**config.mk**
```make
export PLATFORM = sky130hd
export DESIGN_NAME = iob_slave_post
export DESIGN_NICKNAME = d
export VERILOG_FILES = /design/src/rtl/iob_pkg.sv /design/src/rtl/iob_sync.sv /design/src/rtl/iob_slave_post.sv
export SDC_FILE = /design/constraint.sdc
export NUM_CORES = 1
export LEC_CHECK = 0
export ABC_AREA = 1
export ABC_CLOCK_PERIOD_IN_PS = 3100
export BUFFER_PORTS_ARGS = -buffer_cell sky130_fd_sc_hd__buf_4
export CORE_MARGIN = 5
export CORE_UTILIZATION = 25
export DETAILED_ROUTE_END_ITERATION = 8
export GPL_TIMING_DRIVEN = 1
export PLACE_DENSITY_LB_ADDON = 0.3
export SETUP_SLACK_MARGIN = 0.2
export SKIP_CTS_REPAIR_TIMING = 1
export SLEW_MARGIN = 40
export SYNTH_ARGS = -nofsm -noshare
export SYNTH_HDL_FRONTEND = slang
export SYNTH_SLANG_ARGS = --single-unit
```
**constraint.sdc**
```tcl
create_clock -name FCLK -period 3.1 [get_ports FCLK]
set_input_delay 0.155 -clock FCLK [delete_from_list [all_inputs] [get_ports FCLK]]
set_output_delay 0.155 -clock FCLK [all_outputs]
set_load 0.02 [all_outputs]
```
**src/rtl/iob_pkg.sv**
```systemverilog
// Shared definitions for the CPU-side I/O bus slave port: FSM states,
// bus widths and the request record held in the posted-write buffer.
package iob_pkg;

    localparam int ADDR_W = 23;
    localparam int DATA_W = 16;

    typedef enum logic [1:0] {
        IDLE,
        REQ,
        ACT,
        FIN
    } iob_state_e;

    // One I/O cycle as seen by the master: direction, byte lanes, address, data.
    typedef struct packed {
        logic              rnw;
        logic              lds;
        logic              uds;
        logic [ADDR_W-1:0] addr;
        logic [DATA_W-1:0] data;
    } iob_req_t;

    // Idle bus: read direction, no lanes, zero address/data.
    localparam iob_req_t REQ_RESET = '{rnw: 1'b1, lds: 1'b0, uds: 1'b0, addr: '0, data: '0};

endpackage

```
**src/rtl/iob_sync.sv**
```systemverilog
// N-flop level synchroniser bringing a master-domain handshake signal
// into the FCLK domain; cleared by the synchronous reset.
module iob_sync #(
    parameter int N = 2
) (
    input  logic clk_i,
    input  logic rst_i,
    input  logic d_i,
    output logic q_o
);

    // Fewer than two stages would not resolve metastability.
    localparam int STAGES = (N < 2) ? 2 : N;

    logic [STAGES-1:0] sync_q;

    // Shift the asynchronous input through the flop chain.
    always_ff @(posedge clk_i) begin
        // NOTE: sequential state uses non-blocking assignments so every flop
        // samples the pre-edge value of its neighbour.
        if (rst_i) begin
            sync_q <= '0;
        end else begin
            sync_q <= {sync_q[STAGES-2:0], d_i};
        end
    end

    assign q_o = sync_q[STAGES-1];

endmodule

```
**src/rtl/iob_slave_post.sv**
```systemverilog
// CPU-side I/O bus slave port. Buffers one I/O cycle, drives the PDS
// master's request interface and retires the cycle on the synchronised
// IOACT/IODONE handshake, with optional write posting and a watchdog.
module iob_slave_post
    import iob_pkg::*;
#(
    parameter bit POST_WR     = 1'b1,
    parameter int SYNC_STAGES = 2,
    parameter int TIMEOUT     = 4095
) (
    input  logic              FCLK,
    input  logic              RES,
    input  logic              CPU_REQ,
    input  logic              CPU_RnW,
    input  logic              CPU_LDS,
    input  logic              CPU_UDS,
    input  logic [ADDR_W-1:0] CPU_A,
    input  logic [DATA_W-1:0] CPU_D,
    output logic              CPU_ACK,
    output logic              CPU_BERR,
    output logic              IOREQ,
    output logic              IORW,
    output logic              IOLDS,
    output logic              IOUDS,
    output logic [ADDR_W-1:0] IOA,
    output logic [DATA_W-1:0] IOD,
    input  logic              IOACT,
    input  logic              IODONE,
    output logic              IOBUSY
);

    localparam int CNT_W = (TIMEOUT > 1) ? $clog2(TIMEOUT) : 1;

    iob_state_e state_q, state_d;
    iob_req_t   cur_q, cur_d;       // cycle currently presented to the master
    iob_req_t   pend_q, pend_d;     // one-deep latch for a request arriving while busy
    logic       pend_v_q, pend_v_d;
    logic       ioreq_q, ioreq_d;
    logic       iobusy_q, iobusy_d;
    logic       ack_q, ack_d;
    logic       berr_q, berr_d;
    logic       posted_q, posted_d; // current cycle already acknowledged to the CPU
    logic [CNT_W-1:0] cnt_q, cnt_d;

    logic       acts, dones;
    iob_req_t   cpu_in;
    iob_req_t   launch_req;
    logic       launch;
    logic       fin;
    logic       fin_err;
    logic       timeout_hit;

    iob_sync #(.N(SYNC_STAGES)) u_sync_act (
        .clk_i (FCLK),
        .rst_i (RES),
        .d_i   (IOACT),
        .q_o   (acts)
    );

    iob_sync #(.N(SYNC_STAGES)) u_sync_done (
        .clk_i (FCLK),
        .rst_i (RES),
        .d_i   (IODONE),
        .q_o   (dones)
    );

    assign cpu_in      = '{rnw: CPU_RnW, lds: CPU_LDS, uds: CPU_UDS, addr: CPU_A, data: CPU_D};
    assign timeout_hit = (TIMEOUT != 0) && (cnt_q == CNT_W'(TIMEOUT - 1));

    // Next-state, request buffering and handshake decode.
    always_comb begin
        // NOTE: every variable gets a default before any branch so no path
        // leaves one unassigned, which would otherwise infer a latch.
        state_d    = state_q;
        cur_d      = cur_q;
        pend_d     = pend_q;
        pend_v_d   = pend_v_q;
        ioreq_d    = ioreq_q;
        iobusy_d   = iobusy_q;
        ack_d      = 1'b0;
        berr_d     = 1'b0;
        posted_d   = posted_q;
        cnt_d      = '0;
        launch     = 1'b0;
        launch_req = cpu_in;
        fin        = 1'b0;
        fin_err    = 1'b0;

        // Any CPU request is parked first; IDLE may consume it straight away.
        if (CPU_REQ) begin
            pend_v_d = 1'b1;
            pend_d   = cpu_in;
        end

        unique case (state_q)
            IDLE: begin
                // A new IOREQ only goes out once ACTs is seen low, so a late
                // ACT from an aborted cycle can never be mistaken for a grant.
                if (!acts) begin
                    if (pend_v_q) begin
                        launch     = 1'b1;
                        launch_req = pend_q;
                        pend_v_d   = CPU_REQ;
                    end else if (CPU_REQ) begin
                        launch     = 1'b1;
                        launch_req = cpu_in;
                        pend_v_d   = 1'b0;
                    end
                end
            end
            REQ: begin
                cnt_d = cnt_q + CNT_W'(1);
                if (acts) begin
                    ioreq_d = 1'b0;
                    state_d = ACT;
                    cnt_d   = '0;
                end else if (timeout_hit) begin
                    ioreq_d = 1'b0;
                    fin     = 1'b1;
                    fin_err = 1'b1;
                end
            end
            ACT: begin
                cnt_d = cnt_q + CNT_W'(1);
                if (!acts) begin
                    fin     = 1'b1;
                    fin_err = !dones;
                end else if (timeout_hit) begin
                    fin     = 1'b1;
                    fin_err = 1'b1;
                end
            end
            FIN: begin
                state_d = IDLE;
            end
            default: begin
                state_d = IDLE;
            end
        endcase

        if (launch) begin
            cur_d    = launch_req;
            ioreq_d  = 1'b1;
            iobusy_d = 1'b1;
            posted_d = POST_WR && !launch_req.rnw;
            ack_d    = POST_WR && !launch_req.rnw;
            state_d  = REQ;
        end

        // Entering FIN: terminate unposted cycles; posted-write errors are dropped.
        if (fin) begin
            state_d  = FIN;
            iobusy_d = 1'b0;
            cnt_d    = '0;
            ack_d    = !posted_q;
            berr_d   = !posted_q && fin_err;
        end
    end

    // State and output registers; reset returns the bus to idle with no acknowledge.
    always_ff @(posedge FCLK) begin
        if (RES) begin
            state_q  <= IDLE;
            cur_q    <= REQ_RESET;
            pend_q   <= REQ_RESET;
            pend_v_q <= 1'b0;
            ioreq_q  <= 1'b0;
            iobusy_q <= 1'b0;
            ack_q    <= 1'b0;
            berr_q   <= 1'b0;
            posted_q <= 1'b0;
            cnt_q    <= '0;
        end else begin
            state_q  <= state_d;
            cur_q    <= cur_d;
            pend_q   <= pend_d;
            pend_v_q <= pend_v_d;
            ioreq_q  <= ioreq_d;
            iobusy_q <= iobusy_d;
            ack_q    <= ack_d;
            berr_q   <= berr_d;
            posted_q <= posted_d;
            cnt_q    <= cnt_d;
        end
    end

    assign CPU_ACK  = ack_q;
    assign CPU_BERR = berr_q;
    assign IOREQ    = ioreq_q;
    assign IORW     = cur_q.rnw;
    assign IOLDS    = cur_q.lds;
    assign IOUDS    = cur_q.uds;
    assign IOA      = cur_q.addr;
    assign IOD      = cur_q.data;
    assign IOBUSY   = iobusy_q;

endmodule
```
Yosys cells after proc, flatten, opt, wreduce, memory -nomap -nowiden

Index checks and enable logic that the tools add are counted.

Reduce and logical (&&, ||, !) cells: 12
Mux-type cells: 30
Add/subtract/negate cells: 1
Bitwise logic cells: 1
Equal/unequal tests: 5

Operators with widths:

| cell                                                                   | count |
|---|---|
| 42-bit two-way mux                                                     | 3 |
| 12-bit case mux with 2 select lines                                    | 1 |
| 1-bit two-way mux                                                      | 19 |
| 12-bit by 1-bit adder with 12-bit output (second input constant)       | 1 |
| 12-bit equality test (second input constant)                           | 1 |
| 12-bit two-way mux                                                     | 1 |
| 2-bit two-way mux                                                      | 3 |
| 2-bit equality test (second input constant)                            | 2 |
| 4-bit by 3-bit != test with 1-bit output (second input constant)       | 1 |
| 1-bit case mux with 2 select lines                                     | 2 |
| 2-bit case mux with 2 select lines                                     | 1 |
| 2-bit AND reduction                                                    | 2 |
| 4-bit nonzero test                                                     | 1 |
| 2-bit OR reduction                                                     | 2 |
| 1-bit logical NOT                                                      | 3 |
| 3-bit nonzero test                                                     | 1 |
| 2-bit by 1-bit equality test with 1-bit output (second input constant) | 1 |
| 2-bit logical NOT                                                      | 1 |
| 2-bit nonzero test                                                     | 1 |
| 1-bit logical AND                                                      | 1 |
| 1-bit NOT                                                              | 1 |

Output and inout port bits: 46
Input port bits: 47
Flip-flop bits (word level): 108
Logic and storage cells: 69

Longest topological paths before layout

Depth in word-level cells: 6
Gate-level depth with buffers: 9
Depth with buffers taken out: 9

By module

A second synthesis with hierarchy kept.

Cell total of the unflattened synthesis: 511
Area total of the unflattened synthesis: 4194.0 µm²

By module, submodules not included:

| module         | times used | seq. area each (µm²) | area each (µm²) | cells each |
|---|---|---|---|---|
| iob_slave_post | 1          | 2082.0               | 4083.9          | 499 |
| iob_sync       | 2          | 40.0                 | 55.1            | 6 |

Worst setup path before layout

No wires, ideal clock.

Kind: reg-to-reg
From: register state_q[0]
To: register cnt_q[10]
Data required time: 3.036 ns
Arrival time: 1.237 ns
Buffers on the path: 1
Cell stages (with the launch flop): 7
Path slack: 1.799 ns
Period minus slack after synthesis: 1.301 ns
Setup time: 0.064 ns
Cells stage by stage: dfxtp_1 > inv_1 > ha_1 > a21boi_2 > nand4_1 > buf_4 > nor2_1

Cells in the longest elaborated chain, start to end: 3
Elaborated cells between the ends (all ways): 5
Classes of those cells: eq/ne (2); mux (2); reduce/logical (1)

RTL lines:

| element                                                                                      | line                  | source |
|---|---|---|
| from (decl)                                                                                  | iob_slave_post.sv:34  | `iob_state_e state_q, state_d;` |
| from (signal assigned)                                                                       | iob_slave_post.sv:174 | `state_q <= state_d;` |
| 2-bit equality test / 2-bit by 1-bit equality test with 1-bit output (equally long branches) | iob_slave_post.sv:95  | `unique case (state_q)` |
| 1-bit case mux with 2 select lines                                                           | iob_slave_post.sv:95  |  |
| 2-bit OR reduction (no source line)                                                          | n/a                   |  |
| to (signal assigned)                                                                         | iob_slave_post.sv:183 | `cnt_q <= cnt_d;` |
| to (decl)                                                                                    | iob_slave_post.sv:43  | `logic [CNT_W-1:0] cnt_q, cnt_d;` |

Several ways; a longest one is shown, not always the timed one.
A chain may end at the register's enable or synchronous reset.

Worst setup path after layout

From: register state_q[0]
To: register cur_q, in the netlist IOA[7]

Cells in the longest elaborated chain, start to end: 2
Elaborated cells between the ends (all ways): 3
Classes of those cells: mux (2); reduce/logical (1)

RTL lines:

| element                                                        | line                  | source |
|---|---|---|
| 2-bit logical NOT (*)                                          | iob_slave_post.sv:95  |  |
| 42-bit two-way mux / 1-bit two-way mux (equally long branches) | iob_slave_post.sv:95  |  |
| to (signal assigned)                                           | iob_slave_post.sv:175 | `cur_q <= cur_d;` |
| to (decl)                                                      | iob_slave_post.sv:35  | `iob_req_t cur_q, cur_d;` |

Every way passes the cells marked *; elsewhere a longest branch is shown, timed or not.

==> run summary <==
nets: 636
sequential fraction of the synthesis area: 50.2%
layout cells sized above 1: 27.4%
vias: 3,773
mux cell area share after synthesis: 0%
core area: 17,100 µm²
WL per Instance: 14.3 µm
max cap viols: 0
FF-to-FF End: IOA[7]$_SDFFE_PP0P_
Die Width: 141 µm
simple logic cell fraction of the synthesized area: 15.0%
boundary pin count: 93
VDD IR-drop max: 0.274 mV
ys flop type: dfxtp_1
Global Route Usage Sum: 11.7%
pin count of the biggest net entering global routing: 48
vias in the first global route: 3,775
fmax: 504 MHz
final setup violation count: 0
post-synthesis cell count: 512
clock-pin slew of the registers on the worst-case setup and hold paths: 0.07 ns
die area: 20,000 µm²
cts bufs inserted: 9
commonest cells after routing, fill and taps aside: 108 x dfxtp_1, 107 x nor2_1, 95 x buf_4, 76 x o21ai_0, 41 x o22ai_1
Setup crit start kind: register
Worst Setup SP: state_q[0]$_SDFFE_PP0P_
dpl hpwl: 7840 µm
Pre-antenna DRT Iters: 4
required time of the critical path: 3.38 ns
Power, Total: 0.00336 W
Final Skew: 0.0148 ns
crit share post-route: 64.0%
Layout area overhead: 26.3%
hold_ws: 0.0115 ns
status: completed
Worst Hold Class: input pin to register
Synth Area in Compound Gates: 25.2%
Root Buffer: clkbuf_16
RSZ-0062 raised after global routing: false
leakage: 2.17 nW
fin worst setup slack: 1.12 ns
DR iter-0 viols: 159
Rows: 48
antenna violations before repair: 0
Seq cells post-synth: 108
worst r2r src: state_q[0]$_SDFFE_PP0P_
Synth warnings: 0
mean area per synthesized cell: 8.42 µm²
Placement Setup Slack: 1.13 ns
CP max FO: 32
final count of hold timing violations: 0
antenna-violating nets left: 0
Remaining Overflow, GRT: 0
PwrDens: 616 nW/µm²
GPL Wtd Cong: 0.792
Vias/cell: 4.64
routed wire length: 11,600 µm
Critical Path End: IOA[7]$_SDFFE_PP0P_
CP max-delay cell: nor2_4
min cycle time layout: 1.98 ns
Reg2Reg Depth: 7
initial core utilization: 25.2%
ANT cells: 0
Netlist cell types: 27
Largest stage delay, worst path: 0.61 ns
critical path, cell by cell: inv_1 > ha_1 > nand2_1 > nor2_4 > buf_12 > o21ai_0 > a21oi_2
CTS tree: built
first-pass GRT wire length: 18,800 µm
R2R setup slack: 1.12 ns
Crit. End Element: register
most common cell after layout, fill and taps aside: dfxtp_1
clk_lat worst skew: 0.36 ns
worst slew pin tran: 0.797 ns
Max Buffers Root-to-Sink: 2
final max-slew violation count: 0
Slew HR: 46.8%
Post-Synth Adder-Cell Area: 1.74%
die span in y: 141 µm
# DRC: 0
FILL cells: 1,818
Max H-tree Level: 3
port bufs: 92
crit path DAT: 2.27 ns
Post-synth EDFFs: 0
main combinational cell family by area after synthesis: compound AO/OA/AOI/OAI gates
Setup TNS Final: 0 ns
asr flop ratio synth: 0%
Synth Cell Area: 4310 µm²
Mapped Nets: 565
Crit Path Category: register to register
# clock sinks: 108
XOR/XNOR share of the synthesized area: 1.63%
-- worst min path at each step --
stage	endpoint	slack [ns]	from	cells past startpoint
floorplan	u_sync_act.sync_q[0]$_SDFF_PP0_	0.26	IOACT	2
global placement	u_sync_done.sync_q[0]$_SDFF_PP0_	0.38	IODONE	3
detailed placement	u_sync_done.sync_q[0]$_SDFF_PP0_	0.37	IODONE	3
CTS	u_sync_done.sync_q[0]$_SDFF_PP0_	-0.005	IODONE	3
global route	u_sync_act.sync_q[0]$_SDFF_PP0_	0.03	IOACT	3
finish	u_sync_done.sync_q[0]$_SDFF_PP0_	0.01	IODONE	3
-- through the flow --
| step | cell area, µm² | std cells | util [%] |
|---|---|---|---|
| 6_report | 5440 | 813 | 31.8 |
| 5_1_grt | 5440 | 813 | 31.8 |
| 4_1_cts | 5440 | 813 | 31.8 |
| 3_5_place_dp | 5140 | 797 | 30.1 |
| 3_3_place_gp | 5140 | 797 | 30.1 |
| 2_1_floorplan | 4310 | 512 | - |
-- Yosys cell counts (2+ instances only) --
| library cell | n | area share [%] |
|---|---|---|
| xnor2_1 | 2 | 0.41 |
| buf_6 | 5 | 1.3 |
| dfxtp_1 | 108 | 50 |
| nor2_2 | 2 | 0.29 |
| inv_2 | 3 | 0.26 |
| a21oi_2 | 40 | 8.1 |
| buf_2 | 10 | 1.2 |
| a21oi_1 | 8 | 0.93 |
| o22ai_1 | 41 | 6.0 |
| xor2_1 | 6 | 1.2 |
| inv_1 | 15 | 1.3 |
| clkbuf_1 | 19 | 1.7 |
| o21ai_1 | 8 | 0.93 |
| nand3_1 | 10 | 1.2 |
| nor3_1 | 2 | 0.23 |
| o21ai_0 | 76 | 8.8 |
| ha_1 | 6 | 1.7 |
| nand4_1 | 3 | 0.44 |
| nand2_1 | 31 | 2.7 |
| buf_4 | 3 | 0.52 |
| nor2_1 | 107 | 9.3 |
| nor2_4 | 2 | 0.52 |
-- worst max-delay path, delay by kind of cell (launching register included) --
kind	cells	cell delay [ns]
AO/OA/AOI/OAI	2	0.28
buffers and inverters	2	0.39
AND/OR/NAND/NOR	2	0.72
flip-flops	1	0.34
adder cells (fa/ha/maj)	1	0.17
-- where the power goes --
| part | internal [W] | leakage (nW) | switching, W | total [W] |
|---|---|---|---|---|
| clock network | 0.000634 | 0.147 | 0.000528 | 0.00116 |
| registers | 0.00151 | 0.893 | 0.0000682 | 0.00157 |
| logic | 0.000245 | 1.13 | 0.000374 | 0.000619 |
-- cells by family (layout without fill, tap and decap cells) --
group,count (synthesis),after routing
xor+xnor,8,8
compound gates,175,175
simple gates,159,159
buf+inv,56,132
fa+ha+maj,6,6
flops,108,108
-- layout make-up --
class	count	area, µm²	share of cell area, %
inverter	19	71.3	1.31
clock inverter	6	70.1	1.29
clock buffer	10	229	4.21
tap	225	282	5.17
timing repair buffer	97	753	13.8
multi-input combinational	348	1880	34.5
sequential	108	2160	39.7
-- state kept, by name (all words and copies together) (netlist names), 2 cells and up --
name                flops
IOD                    16
u_sync_done.sync_q      2
IOA                    23
pend_q                 42
state_q                 2
cnt_q                  12
u_sync_act.sync_q       2
-- layer usage --
layer	vias to the layer above	global-route usage, %	wire length (µm)
met2	108	17.8	5260
met4	0	5.30	296
li1	1885	-	-
met1	1756	15.1	5310
met5	-	0	0
met3	24	3.88	766
Note: power is estimated with default switching activity, not from simulation.
